File: src/rtl/sram_like_arbiter.sv
`default_nettype none
// ============================================================================
//  Module      : sram_like_arbiter
//  Description : Shares one SRAM-like slave port between the IF-stage
//                instruction requester and the EXE-stage data requester.
//                Data has priority, a presented request stays granted until
//                the slave accepts it, and an owner FIFO steers each in-order
//                response back to the master that issued it.
//  Revision    : 1.0  initial release
// ============================================================================
module sram_like_arbiter #(
  parameter int OUTSTD = 2            // max accepted-but-unanswered transactions (1..4)
) (
  input  logic        clk,
  input  logic        resetn,

  // instruction master
  input  logic        inst_req,
  input  logic        inst_wr,
  input  logic [1:0]  inst_size,
  input  logic [31:0] inst_addr,
  input  logic [3:0]  inst_wstrb,
  input  logic [31:0] inst_wdata,
  output logic        inst_addr_ok,
  output logic        inst_data_ok,
  output logic [31:0] inst_rdata,

  // data master
  input  logic        data_req,
  input  logic        data_wr,
  input  logic [1:0]  data_size,
  input  logic [31:0] data_addr,
  input  logic [3:0]  data_wstrb,
  input  logic [31:0] data_wdata,
  output logic        data_addr_ok,
  output logic        data_data_ok,
  output logic [31:0] data_rdata,

  // shared slave port
  output logic        sram_req,
  output logic        sram_wr,
  output logic [1:0]  sram_size,
  output logic [31:0] sram_addr,
  output logic [3:0]  sram_wstrb,
  output logic [31:0] sram_wdata,
  input  logic        sram_addr_ok,
  input  logic        sram_data_ok,
  input  logic [31:0] sram_rdata,

  // sticky protocol violation flag
  output logic        proto_err
);

  // --------------------------------------------------------------------------
  // Local sizing
  // --------------------------------------------------------------------------
  localparam int PTR_W = (OUTSTD > 1) ? $clog2(OUTSTD) : 1;
  localparam int CNT_W = $clog2(OUTSTD + 1);

  localparam logic [CNT_W-1:0] CNT_FULL = CNT_W'(OUTSTD);
  localparam logic [CNT_W-1:0] CNT_ZERO = '0;
  localparam logic [PTR_W-1:0] PTR_LAST = PTR_W'(OUTSTD - 1);

  // Grant lock: IDLE arbitrates freely, the LOCK states pin the grant to the
  // master whose request is sitting on the slave port without addr_ok yet.
  typedef enum logic [1:0] {
    ST_IDLE      = 2'd0,
    ST_LOCK_INST = 2'd1,
    ST_LOCK_DATA = 2'd2
  } lock_state_t;

  lock_state_t state;
  lock_state_t state_nxt;

  // --------------------------------------------------------------------------
  // Internal signals
  // --------------------------------------------------------------------------
  logic              sel_data;      // grant points at the data master
  logic              sel_inst;      // grant points at the instruction master
  logic              master_req;    // selected master is requesting
  logic              fifo_full;
  logic              fifo_empty;
  logic              push;          // slave accepted a request this cycle
  logic              pop;           // slave answered an outstanding request
  logic              head_data;     // owner of the oldest outstanding entry

  logic [OUTSTD-1:0] owner;         // 1 = DATA, 0 = INST
  logic [PTR_W-1:0]  rd_ptr;
  logic [PTR_W-1:0]  wr_ptr;
  logic [CNT_W-1:0]  count;

  // Pointer increment that wraps at OUTSTD (depth need not be a power of two)
  function automatic logic [PTR_W-1:0] ptr_inc(input logic [PTR_W-1:0] p);
    logic [PTR_W-1:0] r;
    if (p == PTR_LAST) begin
      r = '0;
    end else begin
      r = p + 1'b1;
    end
    return r;
  endfunction

  assign fifo_full  = (count == CNT_FULL);
  assign fifo_empty = (count == CNT_ZERO);

  // --------------------------------------------------------------------------
  // Lock state register
  // --------------------------------------------------------------------------
  // Holds which master, if any, owns a stalled request on the slave port.
  always_ff @(posedge clk or negedge resetn) begin
    if (!resetn) begin
      state <= ST_IDLE;
    end else begin
      state <= state_nxt;
    end
  end

  // Grant selection, slave request qualification and lock next-state.
  // sram_req is also masked by resetn so the slave sees nothing while the
  // arbiter is held in reset, whatever the masters happen to drive.
  always_comb begin
    state_nxt  = state;
    sel_data   = 1'b0;
    sel_inst   = 1'b0;

    case (state)
      ST_LOCK_INST: sel_inst = 1'b1;
      ST_LOCK_DATA: sel_data = 1'b1;
      default: begin
        sel_data = data_req;
        sel_inst = ~data_req & inst_req;
      end
    endcase

    master_req = (sel_data & data_req) | (sel_inst & inst_req);
    sram_req   = master_req & ~fifo_full & resetn;

    // A full FIFO drops sram_req, so the lock simply holds until room frees up
    if (sram_req) begin
      if (sram_addr_ok) begin
        state_nxt = ST_IDLE;
      end else if (sel_data) begin
        state_nxt = ST_LOCK_DATA;
      end else begin
        state_nxt = ST_LOCK_INST;
      end
    end
  end

  // --------------------------------------------------------------------------
  // Request payload mux
  // --------------------------------------------------------------------------
  // Data fields are the default so an idle port mirrors the data master.
  always_comb begin
    if (sel_inst) begin
      sram_wr    = inst_wr;
      sram_size  = inst_size;
      sram_addr  = inst_addr;
      sram_wstrb = inst_wstrb;
      sram_wdata = inst_wdata;
    end else begin
      sram_wr    = data_wr;
      sram_size  = data_size;
      sram_addr  = data_addr;
      sram_wstrb = data_wstrb;
      sram_wdata = data_wdata;
    end
  end

  // addr_ok passes straight through to the granted master only
  assign push         = sram_req & sram_addr_ok;
  assign data_addr_ok = push & sel_data;
  assign inst_addr_ok = push & sel_inst;

  // --------------------------------------------------------------------------
  // Owner FIFO
  // --------------------------------------------------------------------------
  assign pop       = sram_data_ok & ~fifo_empty;
  assign head_data = owner[rd_ptr];

  // Records the issuing master of every accepted request in acceptance order.
  always_ff @(posedge clk or negedge resetn) begin
    if (!resetn) begin
      owner  <= '0;
      rd_ptr <= '0;
      wr_ptr <= '0;
      count  <= '0;
    end else begin
      if (push) begin
        owner[wr_ptr] <= sel_data;
        wr_ptr        <= ptr_inc(wr_ptr);
      end
      if (pop) begin
        rd_ptr <= ptr_inc(rd_ptr);
      end
      case ({push, pop})
        2'b10:   count <= count + 1'b1;
        2'b01:   count <= count - 1'b1;
        default: count <= count;
      endcase
    end
  end

  // --------------------------------------------------------------------------
  // Response routing
  // --------------------------------------------------------------------------
  // Read data is unregistered; only the data_ok strobe is steered.
  assign data_data_ok = pop & head_data;
  assign inst_data_ok = pop & ~head_data;
  assign data_rdata   = sram_rdata;
  assign inst_rdata   = sram_rdata;

  // Flags a response that arrives with nothing outstanding; sticky until reset.
  always_ff @(posedge clk or negedge resetn) begin
    if (!resetn) begin
      proto_err <= 1'b0;
    end else if (sram_data_ok & fifo_empty) begin
      proto_err <= 1'b1;
    end
  end

endmodule
`default_nettype wire

File: config.mk
export PLATFORM = sky130hd
export DESIGN_NAME = sram_like_arbiter
export DESIGN_NICKNAME = d
export VERILOG_FILES = /design/src/rtl/sram_like_arbiter.sv
export SDC_FILE = /design/constraint.sdc
export NUM_CORES = 1
export LEC_CHECK = 0
export BUFFER_PORTS_ARGS = -buffer_cell sky130_fd_sc_hd__buf_2
export CAP_MARGIN = 20
export CORE_AREA = 2 2 126 128
export CTS_BUF_LIST = sky130_fd_sc_hd__clkbuf_4 sky130_fd_sc_hd__clkbuf_8 sky130_fd_sc_hd__clkbuf_16
export CTS_CLUSTER_DIAMETER = 60
export DETAILED_ROUTE_END_ITERATION = 7
export DIE_AREA = 0 0 128 130
export SKIP_CTS_REPAIR_TIMING = 1
export SLEW_MARGIN = 10
export SYNTH_ARGS = -nofsm -noshare
export SYNTH_HDL_FRONTEND = slang
export SYNTH_SLANG_ARGS = --single-unit
export TNS_END_PERCENT = 30
File: constraint.sdc
create_clock -name clk -period 4.6 [get_ports clk]
set_input_delay 0.46 -clock clk [delete_from_list [all_inputs] [get_ports clk]]
set_output_delay 0.46 -clock clk [all_outputs]
set_load 0.05 [all_outputs]
==> results.md, run 1 <==
- Status: complete, no violations
- Ranking of synthesized cells by area: mux2_2, buf_4, dfrtp_1
- CTS tree: done
- Share of layout cells above drive strength 1: 0.873
- Critical path class: flip-flop to output port
- Row count: 46
- Routed WL: 7480 um
- FF/Latch Area: 225 um^2
- Leak pwr: 1.49 nW
- Minimum clock period after layout: 3.22 ns
- Unique masters post-synth: 25
- Number of synthesized flops with an enable pin: 0
- WL per Instance: 13.9 um
- Area delta synth->final: 46.6%
- Crit path max fanout: 55
- Max-slew headroom: 0.473
- P_int: 698 uW
- Top post-synthesis cells by count: mux2_2, buf_4, dfrtp_1
- Die Y: 130 um
- DR vias: 1,900
- Max Clock Freq: 311 MHz
- Clk buf depth: 2
- CP startpoint kind: flip-flop
- Sum of negative setup slack: 0 ns
- Clock root cell: clkbuf_16
- Final WS setup: 1.38 ns
- Seq pwr share: 0.084
- Initial DRT Pass Iterations: 4
- CP Data Arrival Time: 2.76 ns
- Hold Vio Cnt, Final: 0
- # setup viols final: 0
- Hold WC Path Type: input port to async pin
- Synthesis warning total: 0
- Multi-input gate area: 1080 um^2
- First-pass GRT wire length: 9140 um
- Fin util: 0.181
- Design Area, Final: 2790 um^2
- Total GRT Usage: 0.0735
- Crit end category: output port
- Area of the mapped netlist: 1900 um^2
- Nets: 531
- Required time of the critical path: 4.14 ns
- Worst Skew: 0.00258 ns
- FF-to-FF Start: state[0]
- Fillers: 1,740
- Comb power frac: 0.826
- Final ANT Viol Nets: 0
- #FFs+latches synth: 9
- Clock-pin slew on the worst setup and hold paths: 0.04 ns
- PD cells: 619 nW/um^2
- Clk_lat worst skew: 0.23 ns
- Clock share of power: 0.090
- Dominant cell by count in the synthesized netlist: mux2_2
- IO Count: 321
- Vias per cell: 3.53
- DR iter-0 viols: 50
- MaxCap Viol Count: 0
- Register area share after synthesis: 0.118
- Total gr overflow: 0
- Crit share post-route: 0.700
- Starting Density: 0.123
- Net Sw Power: 1.03 mW
- Average cell area after synthesis: 10.1 um^2
- Placer Congestion: 0.704
- # DRC: 0
- Unrepaired setup endpoints after global routing: false
- Crit path launch: state[0]
- Synth top area share: 0.385
- Slew @ Worst Pin: 0.775 ns
- Initial antenna violation count: 0
- CTS H-tree lvls: 1
- Syn Nets: 372
- Largest net degree at the start of global routing: 56
- Num CTS Buffers: 3
- Max VDD drop: 0.000143 V
- Sink Count: 9
- Top_reg_cell synth: dfrtp_1
- Diodes inserted: 0
- Switch share: 0.596
- DP Area: 2710 um^2
- Vias in the first global route: 1,681
- Final Hold Slack: 0.0855 ns
- Ys async rst share: 1.00
- Core area: 15,400 um^2
- IO buf count: 224
- Die ar.: 16,600 um^2
- Yosys top cell by area: mux2_2
- Slew Limit Fails: 0
- Mapped Cells: 189
- Die width: 128 um
- Dpl hpwl: 6640 um
- Place WS: 1.60 ns
per-stage QoR:
| step | instances | power [mW] |
|---|---|---|
| after global routing | 539 | 1.82 |
| after global placement | 535 | 1.58 |
| after detailed placement | 535 | 1.59 |
| after floorplan | 189 | 1.47 |
| final | 539 | 1.73 |
| after CTS | 539 | 1.75 |
critical path, stage by stage, from the launching register on:
cell,delay (ns)
dfrtp_1,0.34
inv_1,0.06
ha_1,0.39
mux2i_4,0.71
buf_12,0.36
mux2_2,0.41
buf_2,0.22
power by group through the flow:
stage / Clock (mW) / Combinational (mW) / Sequential (mW)
after CTS: 0.160 / 1.44 / 0.145
after global placement: 0 / 1.44 / 0.145
after global routing: 0.164 / 1.50 / 0.152
after floorplan: 0 / 1.33 / 0.139
after detailed placement: 0 / 1.44 / 0.146
final: 0.155 / 1.43 / 0.145
routing by layer:
layer | vias up | routed length (um) | part of all wire | track usage
met5 | - | 0 | 0 | 0
met2 | 142 | 3800 | 0.51 | 0.141
met3 | 4 | 709 | 0.095 | 0.0176
met4 | 0 | 31 | 0.0041 | 0.0136
li1 | 911 | - | - | -
met1 | 843 | 2940 | 0.39 | 0.0836
sequential cells by signal, summed over array words and instances, names as in the netlist:
register,cells
wr_ptr,1
count,2
rd_ptr,1
owner,2
state,2
proto_err,1
final timing paths:
check,to,slack [ns],cells past startpoint
worst min-delay path,owner[1],0.09,1
worst min register to register,proto_err,0.45,1
worst max-delay path,sram_wdata[1],1.38,6
min in group clk,proto_err,0.44,2
worst max register to register,count[1],2.44,7
max in group asynchronous,state[1],4.32,1
layout by cell type, fill, tap and decap left out, drive strengths merged:
cell type / count
nor2b: 2
xor2: 1
buf: 225
xnor2: 4
o21ai: 3
nand2: 1
mux2i: 3
o21a: 1
ha: 3
inv: 4
o2111ai: 1
a21o: 1
nand2b: 1
mux2: 71
o31ai: 1
clkbuf: 4
dfrtp: 9
o211a: 1
a31o: 1
nor2: 7
a22o: 1
a41oi: 1
a31oi: 1
logic make-up after synthesis:
logic type / synth area share
buffers and inverters: 0.311
AOI/OAI and AO/OA: 0.0474
DFF: 0.118
muxes: 0.455
and+or+nand+nor: 0.0257
adders and majority gates: 0.0197
xor gates and xnor gates: 0.0230
cell type report:
cell class / instances / area share
clock buffers: 4 / 0.0296
well taps: 192 / 0.0861
flip-flops and latches: 9 / 0.0808
inverters: 4 / 0.00538
repair buffers: 225 / 0.409
multi-input cells: 105 / 0.389
No activity file was read; power rests on OpenSTA's default activity.
==> inputs of run 2 (changes only) <==
ABC_AREA = 1   (was not set)
CORE_AREA = 2 2 124 126   (was 2 2 126 128)
DIE_AREA = 0 0 126 128   (was 0 0 128 130)
clock period = 3.3 ns   (was 4.6 ns; I/O delays follow)
==> results.md, run 2 <==
- Sink Count: 9
- # setup viols final: 0
- Placer Congestion: 0.760
- Core area: 14,900 um^2
- Syn Nets: 538
- Largest registers: count x2, owner x2, state x2
- Reg2Reg Setup Slack: 0.76 ns
- Clock-pin slew on the worst setup and hold paths: 0.04 ns
- Clk_lat worst skew: 0.24 ns
- Ys async rst share: 1.00
- Cells along the critical path: inv_1 -> ha_1 -> inv_1 -> nand2_1 -> nand2_4 -> inv_2 -> buf_12 -> nand2_1 -> nand2_1 -> buf_2
- Final ANT Viol Nets: 0
- Largest net degree at the start of global routing: 64
- First-pass GRT wire length: 11,700 um
- Unrepaired setup endpoints after global routing: false
- Total power: 2.65 mW
- Share of layout cells above drive strength 1: 0.467
- Dominant cell by count in the synthesized netlist: nand2_1
- Critical path class: flip-flop to output port
- Max Clock Freq: 365 MHz
- Die ar.: 16,100 um^2
- Vias in the first global route: 2,178
- IO buf count: 224
- Crit path max fanout: 63
- Most common cell after layout, fill and taps aside: buf_2
- Total GRT Usage: 0.0915
- Initial antenna violation count: 0
- Diodes inserted: 0
- Max-slew headroom: 0.623
- Yosys top cell by area: nand2_1
- Clock root cell: clkbuf_16
- Vias per cell: 3.68
- Sum of negative setup slack: 0 ns
- Top post-synthesis cells by count: nand2_1, buf_4, inv_1
- Starting Density: 0.126
- Hold WC Path Type: input port to flip-flop
- Area of the mapped netlist: 1880 um^2
- Synth top area share: 0.442
- Max VDD drop: 0.000248 V
- Initial DRT Pass Iterations: 4
- WL per Instance: 12.1 um
- Place WS: 0.720 ns
- Dpl hpwl: 7310 um
- Slew @ Worst Pin: 0.559 ns
- Largest delay share family, worst path: buffers and inverters
- Mapped Cells: 355
- Number of synthesized flops with an enable pin: 0
- Die Y: 128 um
- Leak pwr: 1.86 nW
- Worst Skew: 0.00382 ns
- Slowest cell on the critical path: ha_1
- Most frequent cells in the layout: buf_2, nand2_1, inv_1
- Nets: 692
- Total gr overflow: 0
- Most used cell, CP: nand2_1
- IO Count: 321
- CTS tree: done
- Ranking of synthesized cells by area: nand2_1, buf_4, dfrtp_1
- Hold Vio Cnt, Final: 0
- Crit share post-route: 0.831
- Row count: 45
- Register area share after synthesis: 0.120
- Fin util: 0.190
- Crit end category: output port
- Minimum clock period after layout: 2.74 ns
- DR iter-0 viols: 78
- Num CTS Buffers: 3
- Required time of the critical path: 2.97 ns
- Buf/Inv on CP: 5
- Routed WL: 8450 um
- Unique masters post-synth: 21
- Status: complete, no violations
- Die width: 126 um
- CP Data Arrival Time: 2.41 ns
- Synthesis warning total: 0
- Clk buf depth: 2
- Slew Limit Fails: 0
- MaxCap Viol Count: 0
- # DRC: 0
- Slowest stage delay, CP: 0.35 ns
- Fillers: 1,757
- Top_reg_cell synth: dfrtp_1
- #FFs+latches synth: 9
- CP startpoint kind: flip-flop
- Average cell area after synthesis: 5.29 um^2
- PD cells: 938 nW/um^2
- DR vias: 2,558
- Final WS setup: 0.558 ns
- CTS H-tree lvls: 1
- Area delta synth->final: 50.5%
run 2: metal layers:
| metal | global-route usage | wire [um] | vias up |
|---|---|---|---|
| li1 | - | - | 1306 |
| met2 | 0.155 | 3870 | 206 |
| met3 | 0.0422 | 1160 | 12 |
| met5 | 0 | 0 | - |
| met4 | 0.0136 | 78 | 0 |
| met1 | 0.109 | 3340 | 1034 |
run 2: cells by family (layout without fill, tap and decap cells):
logic type,after synthesis,in the layout,share of synthesized area
AOI/OAI and AO/OA,11,11,0.0367
xor gates and xnor gates,3,3,0.0140
adders and majority gates,3,3,0.0200
buffers and inverters,91,244,0.315
DFF,9,9,0.120
and+or+nand+nor,238,238,0.494
run 2: power breakdown:
part / switching, mW / internal (mW) / total, mW
Combinational: 1.74 / 0.502 / 2.24
Sequential: 0.0321 / 0.157 / 0.189
Clock: 0.0519 / 0.170 / 0.221
Total: 1.82 / 0.828 / 2.65
run 2: worst paths after layout:
kind                            depth (start not counted)         start             end
worst max-delay path                                   10      state[0]  sram_wdata[25]
worst min-delay path                                    2  sram_data_ok       proto_err
worst max register to register                         12      state[0]        count[1]
worst min register to register                          1     proto_err       proto_err
max in group asynchronous                               2        resetn        state[1]
min in group asynchronous                               2        resetn        owner[0]
run 2: layout make-up:
cell class / count / area, um^2 / area share
sequential: 9 / 225 / 0.0797
multi-input combinational: 255 / 1060 / 0.375
clock buffer: 4 / 82.6 / 0.0292
tap: 188 / 235 / 0.0833
timing repair buffer: 227 / 1170 / 0.415
inverter: 13 / 48.8 / 0.0173
run 2: metrics by stage:
step	hold WS [ns]	cell area (um^2)	instances
6_report	0.321	2830	696
5_1_grt	0.342	2830	696
4_1_cts	-0.0527	2820	695
3_5_place_dp	0.196	2730	691
3_3_place_gp	0.196	2730	691
2_1_floorplan	0.0344	1880	355
run 2: worst reg2reg max path, delay by kind of cell (launching register included):
kind / cells / cell delay (ns)
adder cells (fa/ha/maj): 2 / 0.67
AND/OR/NAND/NOR: 4 / 0.65
AO/OA/AOI/OAI: 3 / 0.46
flip-flops: 1 / 0.34
XOR/XNOR: 1 / 0.15
buffers and inverters: 2 / 0.13
